$ cat config.mk
export PLATFORM = sky130hd
export DESIGN_NAME = imem_loader
export DESIGN_NICKNAME = d
export VERILOG_FILES = /design/src/rtl/cpu_pkg.sv /design/src/rtl/imem_word_packer.sv /design/src/rtl/imem_loader.sv
export SDC_FILE = /design/constraint.sdc
export NUM_CORES = 1
export LEC_CHECK = 0
export ABC_AREA = 0
export ABC_CLOCK_PERIOD_IN_PS = 3100
export BUFFER_PORTS_ARGS = -buffer_cell sky130_fd_sc_hd__buf_2
export CAP_MARGIN = 20
export CORE_MARGIN = 3
export CORE_UTILIZATION = 35
export DETAILED_ROUTE_END_ITERATION = 16
export PLACE_DENSITY = 0.6
export SYNTH_ARGS = -nofsm -noshare
export SYNTH_HDL_FRONTEND = slang
export SYNTH_SLANG_ARGS = --single-unit
$ cat constraint.sdc
create_clock -name clk -period 3.1 [get_ports clk]
set_clock_uncertainty 0.05 [all_clocks]
set_input_delay 0.31 -clock clk [delete_from_list [all_inputs] [get_ports clk]]
set_output_delay 0.31 -clock clk [all_outputs]
set_load 0.03 [all_outputs]
$ cat src/rtl/cpu_pkg.sv
`default_nettype none
// +----------------------------------------------------------------------------
// | cpu_pkg: shared loader state encoding and instruction-memory constants.
// | Revision: 1.0
// +----------------------------------------------------------------------------
package cpu_pkg;

  typedef enum logic [2:0] {
    ST_IDLE   = 3'd0,
    ST_LEN_HI = 3'd1,
    ST_LEN_LO = 3'd2,
    ST_DATA   = 3'd3,
    ST_CSUM   = 3'd4,
    ST_DONE   = 3'd5,
    ST_ERROR  = 3'd6
  } load_state_e;

  localparam int INSTR_W     = 32;
  localparam int IMEM_ADDR_W = 8;
  localparam int COUNT_W     = 16;

endpackage
`default_nettype wire

$ cat src/rtl/imem_word_packer.sv
`default_nettype none
// +----------------------------------------------------------------------------
// | imem_word_packer: assembles big-endian bytes into instruction words and
// | issues a one-cycle registered write strobe one cycle after the 4th byte.
// | Revision: 1.0
// +----------------------------------------------------------------------------
module imem_word_packer
  import cpu_pkg::*;
(
  input  logic               clk,
  input  logic               rst_n,
  input  logic               clear_i,
  input  logic               byte_fire_i,
  input  logic [7:0]         byte_data_i,
  output logic               word_done_o,
  output logic               wr_en_o,
  output logic [INSTR_W-1:0] wr_data_o
);

  logic [1:0]         idx_q;
  logic [INSTR_W-9:0] shift_q;
  logic               wr_en_q;
  logic [INSTR_W-1:0] wr_data_q;

  assign word_done_o = byte_fire_i && (idx_q == 2'd3);

  always_ff @(posedge clk) begin
    if (!rst_n) begin
      idx_q     <= 2'd0;
      shift_q   <= '0;
      wr_en_q   <= 1'b0;
      wr_data_q <= '0;
    end else begin
      wr_en_q <= 1'b0;
      if (clear_i) begin
        idx_q <= 2'd0;
      end else if (byte_fire_i) begin
        if (idx_q == 2'd3) begin
          wr_en_q   <= 1'b1;
          wr_data_q <= {shift_q, byte_data_i};
          idx_q     <= 2'd0;
        end else begin
          shift_q <= {shift_q[INSTR_W-17:0], byte_data_i};
          idx_q   <= idx_q + 2'd1;
        end
      end
    end
  end

  assign wr_en_o   = wr_en_q;
  assign wr_data_o = wr_data_q;

endmodule
`default_nettype wire

$ cat src/rtl/imem_loader.sv
`default_nettype none
// +----------------------------------------------------------------------------
// | imem_loader: boot-time byte-stream writer for the instruction memory; holds
// | the CPU until the image is complete. Optional trailer XOR check: IMEM_LOADER_CSUM_EN.
// | Revision: 1.0
// +----------------------------------------------------------------------------
module imem_loader
  import cpu_pkg::*;
#(
  parameter int ADDR_W    = IMEM_ADDR_W,
  parameter int BASE_ADDR = 0
) (
  input  logic               clk,
  input  logic               rst_n,
  input  logic               start,
  input  logic [7:0]         byte_data,
  input  logic               byte_valid,
  output logic               byte_ready,
  output logic               wr_en,
  output logic [ADDR_W-1:0]  wr_addr,
  output logic [INSTR_W-1:0] wr_data,
  output logic               cpu_hold,
  output logic               done,
  output logic               error,
  output logic [COUNT_W-1:0] words_loaded
);

  localparam logic [COUNT_W:0]  MAX_WORDS = {{COUNT_W{1'b0}}, 1'b1} << ADDR_W;
  localparam logic [ADDR_W-1:0] BASE      = ADDR_W'(BASE_ADDR);

`ifdef IMEM_LOADER_CSUM_EN
  localparam load_state_e END_STATE = ST_CSUM;
`else
  localparam load_state_e END_STATE = ST_DONE;
`endif

  load_state_e        state_q;
  load_state_e        state_d;
  logic               byte_ready_q;
  logic               cpu_hold_q;
  logic               done_q;
  logic               error_q;
  logic [ADDR_W-1:0]  wr_addr_q;
  logic [COUNT_W-1:0] count_q;
  logic [COUNT_W-1:0] words_loaded_q;

  logic               byte_fire;
  logic               data_fire;
  logic               start_accept;
  logic               word_done;
  logic               last_word;
  logic [COUNT_W-1:0] len_full;

  assign byte_fire    = byte_valid && byte_ready_q;
  assign data_fire    = byte_fire && (state_q == ST_DATA);
  assign start_accept = start && ((state_q == ST_IDLE) || (state_q == ST_DONE) ||
                                  (state_q == ST_ERROR));
  assign len_full     = {count_q[COUNT_W-1:8], byte_data};
  assign last_word    = (words_loaded_q == (count_q - COUNT_W'(1)));

`ifdef IMEM_LOADER_CSUM_EN
  logic [7:0] csum_q;

  // Running XOR of header and payload bytes; the trailer byte is excluded.
  always_ff @(posedge clk) begin
    if (!rst_n) begin
      csum_q <= 8'd0;
    end else if (start_accept) begin
      csum_q <= 8'd0;
    end else if (byte_fire && (state_q != ST_CSUM)) begin
      csum_q <= csum_q ^ byte_data;
    end
  end
`endif

  imem_word_packer u_packer (
    .clk         (clk),
    .rst_n       (rst_n),
    .clear_i     (start_accept),
    .byte_fire_i (data_fire),
    .byte_data_i (byte_data),
    .word_done_o (word_done),
    .wr_en_o     (wr_en),
    .wr_data_o   (wr_data)
  );

  always_comb begin
    state_d = state_q;
    case (state_q)
      ST_IDLE, ST_DONE, ST_ERROR: begin
        if (start) state_d = ST_LEN_HI;
      end
      ST_LEN_HI: begin
        if (byte_fire) state_d = ST_LEN_LO;
      end
      ST_LEN_LO: begin
        if (byte_fire) begin
          if ({1'b0, len_full} > MAX_WORDS) state_d = ST_ERROR;
          else if (len_full == '0)          state_d = END_STATE;
          else                              state_d = ST_DATA;
        end
      end
      ST_DATA: begin
        if (word_done && last_word) state_d = END_STATE;
      end
`ifdef IMEM_LOADER_CSUM_EN
      ST_CSUM: begin
        if (byte_fire) state_d = (byte_data == csum_q) ? ST_DONE : ST_ERROR;
      end
`endif
      default: state_d = ST_IDLE;
    endcase
  end

  always_ff @(posedge clk) begin
    if (!rst_n) begin
      state_q        <= ST_IDLE;
      byte_ready_q   <= 1'b0;
      cpu_hold_q     <= 1'b1;
      done_q         <= 1'b0;
      error_q        <= 1'b0;
      wr_addr_q      <= '0;
      count_q        <= '0;
      words_loaded_q <= '0;
    end else begin
      state_q      <= state_d;
      byte_ready_q <= (state_d == ST_LEN_HI) || (state_d == ST_LEN_LO) ||
                      (state_d == ST_DATA)   || (state_d == ST_CSUM);
      if (start_accept) begin
        done_q         <= 1'b0;
        error_q        <= 1'b0;
        cpu_hold_q     <= 1'b1;
        words_loaded_q <= '0;
      end
      if (byte_fire && (state_q == ST_LEN_HI)) count_q[COUNT_W-1:8] <= byte_data;
      if (byte_fire && (state_q == ST_LEN_LO)) count_q[7:0] <= byte_data;
      // Address is latched with the word so it pairs with the delayed strobe.
      if (word_done) begin
        wr_addr_q      <= BASE + words_loaded_q[ADDR_W-1:0];
        words_loaded_q <= words_loaded_q + COUNT_W'(1);
      end
      // Release one cycle into DONE so the final write has already landed.
      if ((state_q == ST_DONE) && !start) begin
        done_q     <= 1'b1;
        cpu_hold_q <= 1'b0;
      end
      if (state_d == ST_ERROR) error_q <= 1'b1;
    end
  end

  assign byte_ready   = byte_ready_q;
  assign wr_addr      = wr_addr_q;
  assign cpu_hold     = cpu_hold_q;
  assign done         = done_q;
  assign error        = error_q;
  assign words_loaded = words_loaded_q;

endmodule
`default_nettype wire

==> reports/metrics.csv <==
metric;value;unit
Hold Crit Class;input port to flip-flop;
Hold Violations, Final;0;
Most Crowded Layer GR;met2;
peak per-stage delay on the critical path;0.66;ns
sequential share of the synthesized area;0.453;
critical path class;flip-flop to flip-flop;
I/O Buffers;72;
DRT Pass-1 Iters;5;
met3 Track Usage GR;0.0265;
CP dominant cell by count;or3_1;
VDD IR-drop max;0.000284;V
placed cells;809;
Critical Path AT;2.95;ns
Setup Buffers After CTS;0;
status;complete, no violations;
first-pass GRT wire length;19.4;mm
all-layer global routing usage;0.163;
number of hold buffers added after CTS;0;
crit-path cells;or4_1 -> or3_1 -> or3_1 -> a221oi_2 -> nand4_1 -> o311a_1;
total power;2850;uW
Ports;73;
TritonCTS Buffers;9;
GRT met1 Usage;0.231;
met2 global-route usage;0.245;
initial core utilization;0.365;
drc violations;0;
Slew @ Worst Pin;0.747;ns
final cell count without fillers;825;
area leader, netlist;dfxtp_1;
vias in the first global route;3884;
CORE AREA;12800;um2
Yosys top cell area share;0.453;
Sum Neg Setup Slack;0;ns
CTS tree;built;
total congestion overflow;0;
pwr/cell area;517;nW/um2
Reg2Reg Setup Slack;0.34;ns
Post-Syn Area;4680;um2
CTS H-tree depth;3;
Iter 0 DRT Violations;328;
Min Clock Period, post-route;2.76;ns
routability cong.;0.815;
dominant cells by area after synthesis;dfxtp_1 45%, nand2_1 13%, a21oi_1 9.1%, xnor2_1 3.2%, clkbuf_1 3.0%;
Max Freq;362;MHz
number of flops mapped to enable cells by yosys;0;
Via density;5.14;
# resized after CTS;0;
RSZ-0062 raised after global routing;no;
fin crit share;0.891;
Max-cap violations;0;
leakage power;0.00208;uW
routed len/inst;14.5;um
Detail Route Antenna Nets;0;
CP required;3.29;ns
num rows;41;
n_diodes;0;
pins over their slew limit;0;
initial antenna violation count;0;
asr flop ratio synth;0;
mean post-synth cell area;7.80;um2
fraction of layout cells with a size suffix above 1;0.176;
Die ar.;14800;um2
CTS root buf;clkbuf_16;
Synth cell types;53;
Vias;4237;
Rel. slew slack;0.501;
Yosys reg bits;106;
Synth Instances;600;
Final setup viols;0;
clk slew on worst S/H paths;0.07;ns
largest net degree at the start of global routing;49;
final WL;12.0;mm
crit end category;flip-flop;
Final HPWL DP;8.48;mm
Die Width;122;um
CTS Sinks;106;
Nets;663;
CP max-delay cell;or4_1;
Die Ht;122;um
crit start category;flip-flop;
Area growth syn-to-layout;17.6;%
Net Count, Synth;615;
maximum buffer depth of the clock tree;2;
Crit Path Max Fanout;6;
Skew-Pair Late Insertion Delay;0.35;ns
Warnings, synthesis;0;
predominant post-synthesis flop cell;dfxtp_1;
[layout make-up]
cell class / count / area, um2
Inverter: 7 / 26.3
Tap cell: 172 / 215
Timing Repair Buffer: 81 / 428
Clock buffer: 10 / 229
Fill cell: 1324 / 7320
Multi-Input combinational cell: 443 / 2360
Clock inverter: 6 / 121
Sequential cell: 106 / 2120
[cell usage in the layout (no fill, tap or decap), types with 5 or more instances in the layout]
master / count
a21oi_1: 85
and3_1: 6
buf_2: 72
buf_4: 9
clkbuf_16: 9
dfxtp_1: 106
inv_1: 6
mux2i_1: 10
nand2_1: 168
nand3_1: 14
nand4_1: 6
nor2_1: 34
nor3_1: 7
nor4_1: 10
o21ai_0: 11
or2_2: 5
xnor2_1: 17
xor2_1: 7
[synthesized netlist by cell type (2+ instances only)]
cell and number:
buf_2 3, o211ai_1 3, o21ai_0 11, mux2i_1 10, nand3_1 14, buf_1 4
nand4_1 6, ha_1 3, a32oi_1 2, or3b_2 2, or2_2 5, and2_1 4
or4_1 2, dfxtp_1 106, nand3b_1 4, and3_1 6, or4_4 3, or3_1 2
nand2_1 168, inv_1 7, o31ai_1 3, and3b_1 2, xor2_1 7, xnor2_1 17
nor4_1 10, nor2_1 34, nor3_1 7, o31a_2 2, clkbuf_1 37, nor3b_1 2
a311oi_1 2, a21oi_1 85, o21a_1 3, nand2b_1 3, mux2_2 3
[critical path: cells and delay by family (launching register included)]
family	cells	cell delay, ns
compound gates	2	0.56
flops	1	0.36
simple gates	4	1.69
[through the flow]
stage / hold WS, ns / instance area, um2 / worst slack, ns / utilization
2_1_floorplan: 0.377 / 4680 / 0.512 / -
3_3_place_gp: 0.389 / 5150 / 0.439 / 0.402
3_5_place_dp: 0.392 / 5150 / 0.355 / 0.402
4_1_cts: 0.200 / 5510 / 0.341 / 0.429
5_1_grt: 0.218 / 5510 / 0.109 / 0.429
6_report: 0.209 / 5510 / 0.337 / 0.429
[flip-flops by register name, summed over array words and instances (netlist names)]
name / count
byte_ready: 1
count_q: 16
cpu_hold: 1
done: 1
error: 1
state_q: 3
u_packer.idx_q: 2
u_packer.shift_q: 24
u_packer.wr_data_o: 32
u_packer.wr_en_o: 1
words_loaded: 16
wr_addr: 8
[cells by family after synthesis]
logic type | count (synthesis) | share of synthesized area
buf+inv | 51 | 0.0417
flops | 106 | 0.453
simple gates | 279 | 0.268
xor+xnor | 24 | 0.0449
mux | 13 | 0.0286
fa+ha+maj | 3 | 0.00802
compound gates | 124 | 0.155
[power breakdown]
part,switching (uW),leakage [uW],internal [uW],total [uW]
clock network,532,0.000171,803,1330
registers,14.1,0.000854,1370,1380
logic,86.1,0.00106,46.7,133
total,632,0.00208,2220,2850
[final timing paths]
kind,start,endpoint,depth (start not counted)
max,count_q[0]$_SDFFE_PN0P_,state_q[1]$_SDFF_PN0_,6
max reg2reg,count_q[0]$_SDFFE_PN0P_,state_q[1]$_SDFF_PN0_,6
min,byte_data[5],count_q[5]$_SDFFE_PN0P_,3
min reg2reg,u_packer.wr_data_o[27]$_SDFFE_PN0P_,u_packer.wr_data_o[27]$_SDFFE_PN0P_,2
[layer usage]
layer | up-vias | share of wire | routed length, um
met3 | 16 | 0.041 | 489
met4 | 0 | 0.019 | 228
li1 | 2134 | - | -
met2 | 92 | 0.45 | 5370
met1 | 1995 | 0.49 | 5880
met5 | - | 0 | 0
(Power assumes the default switching activity.)
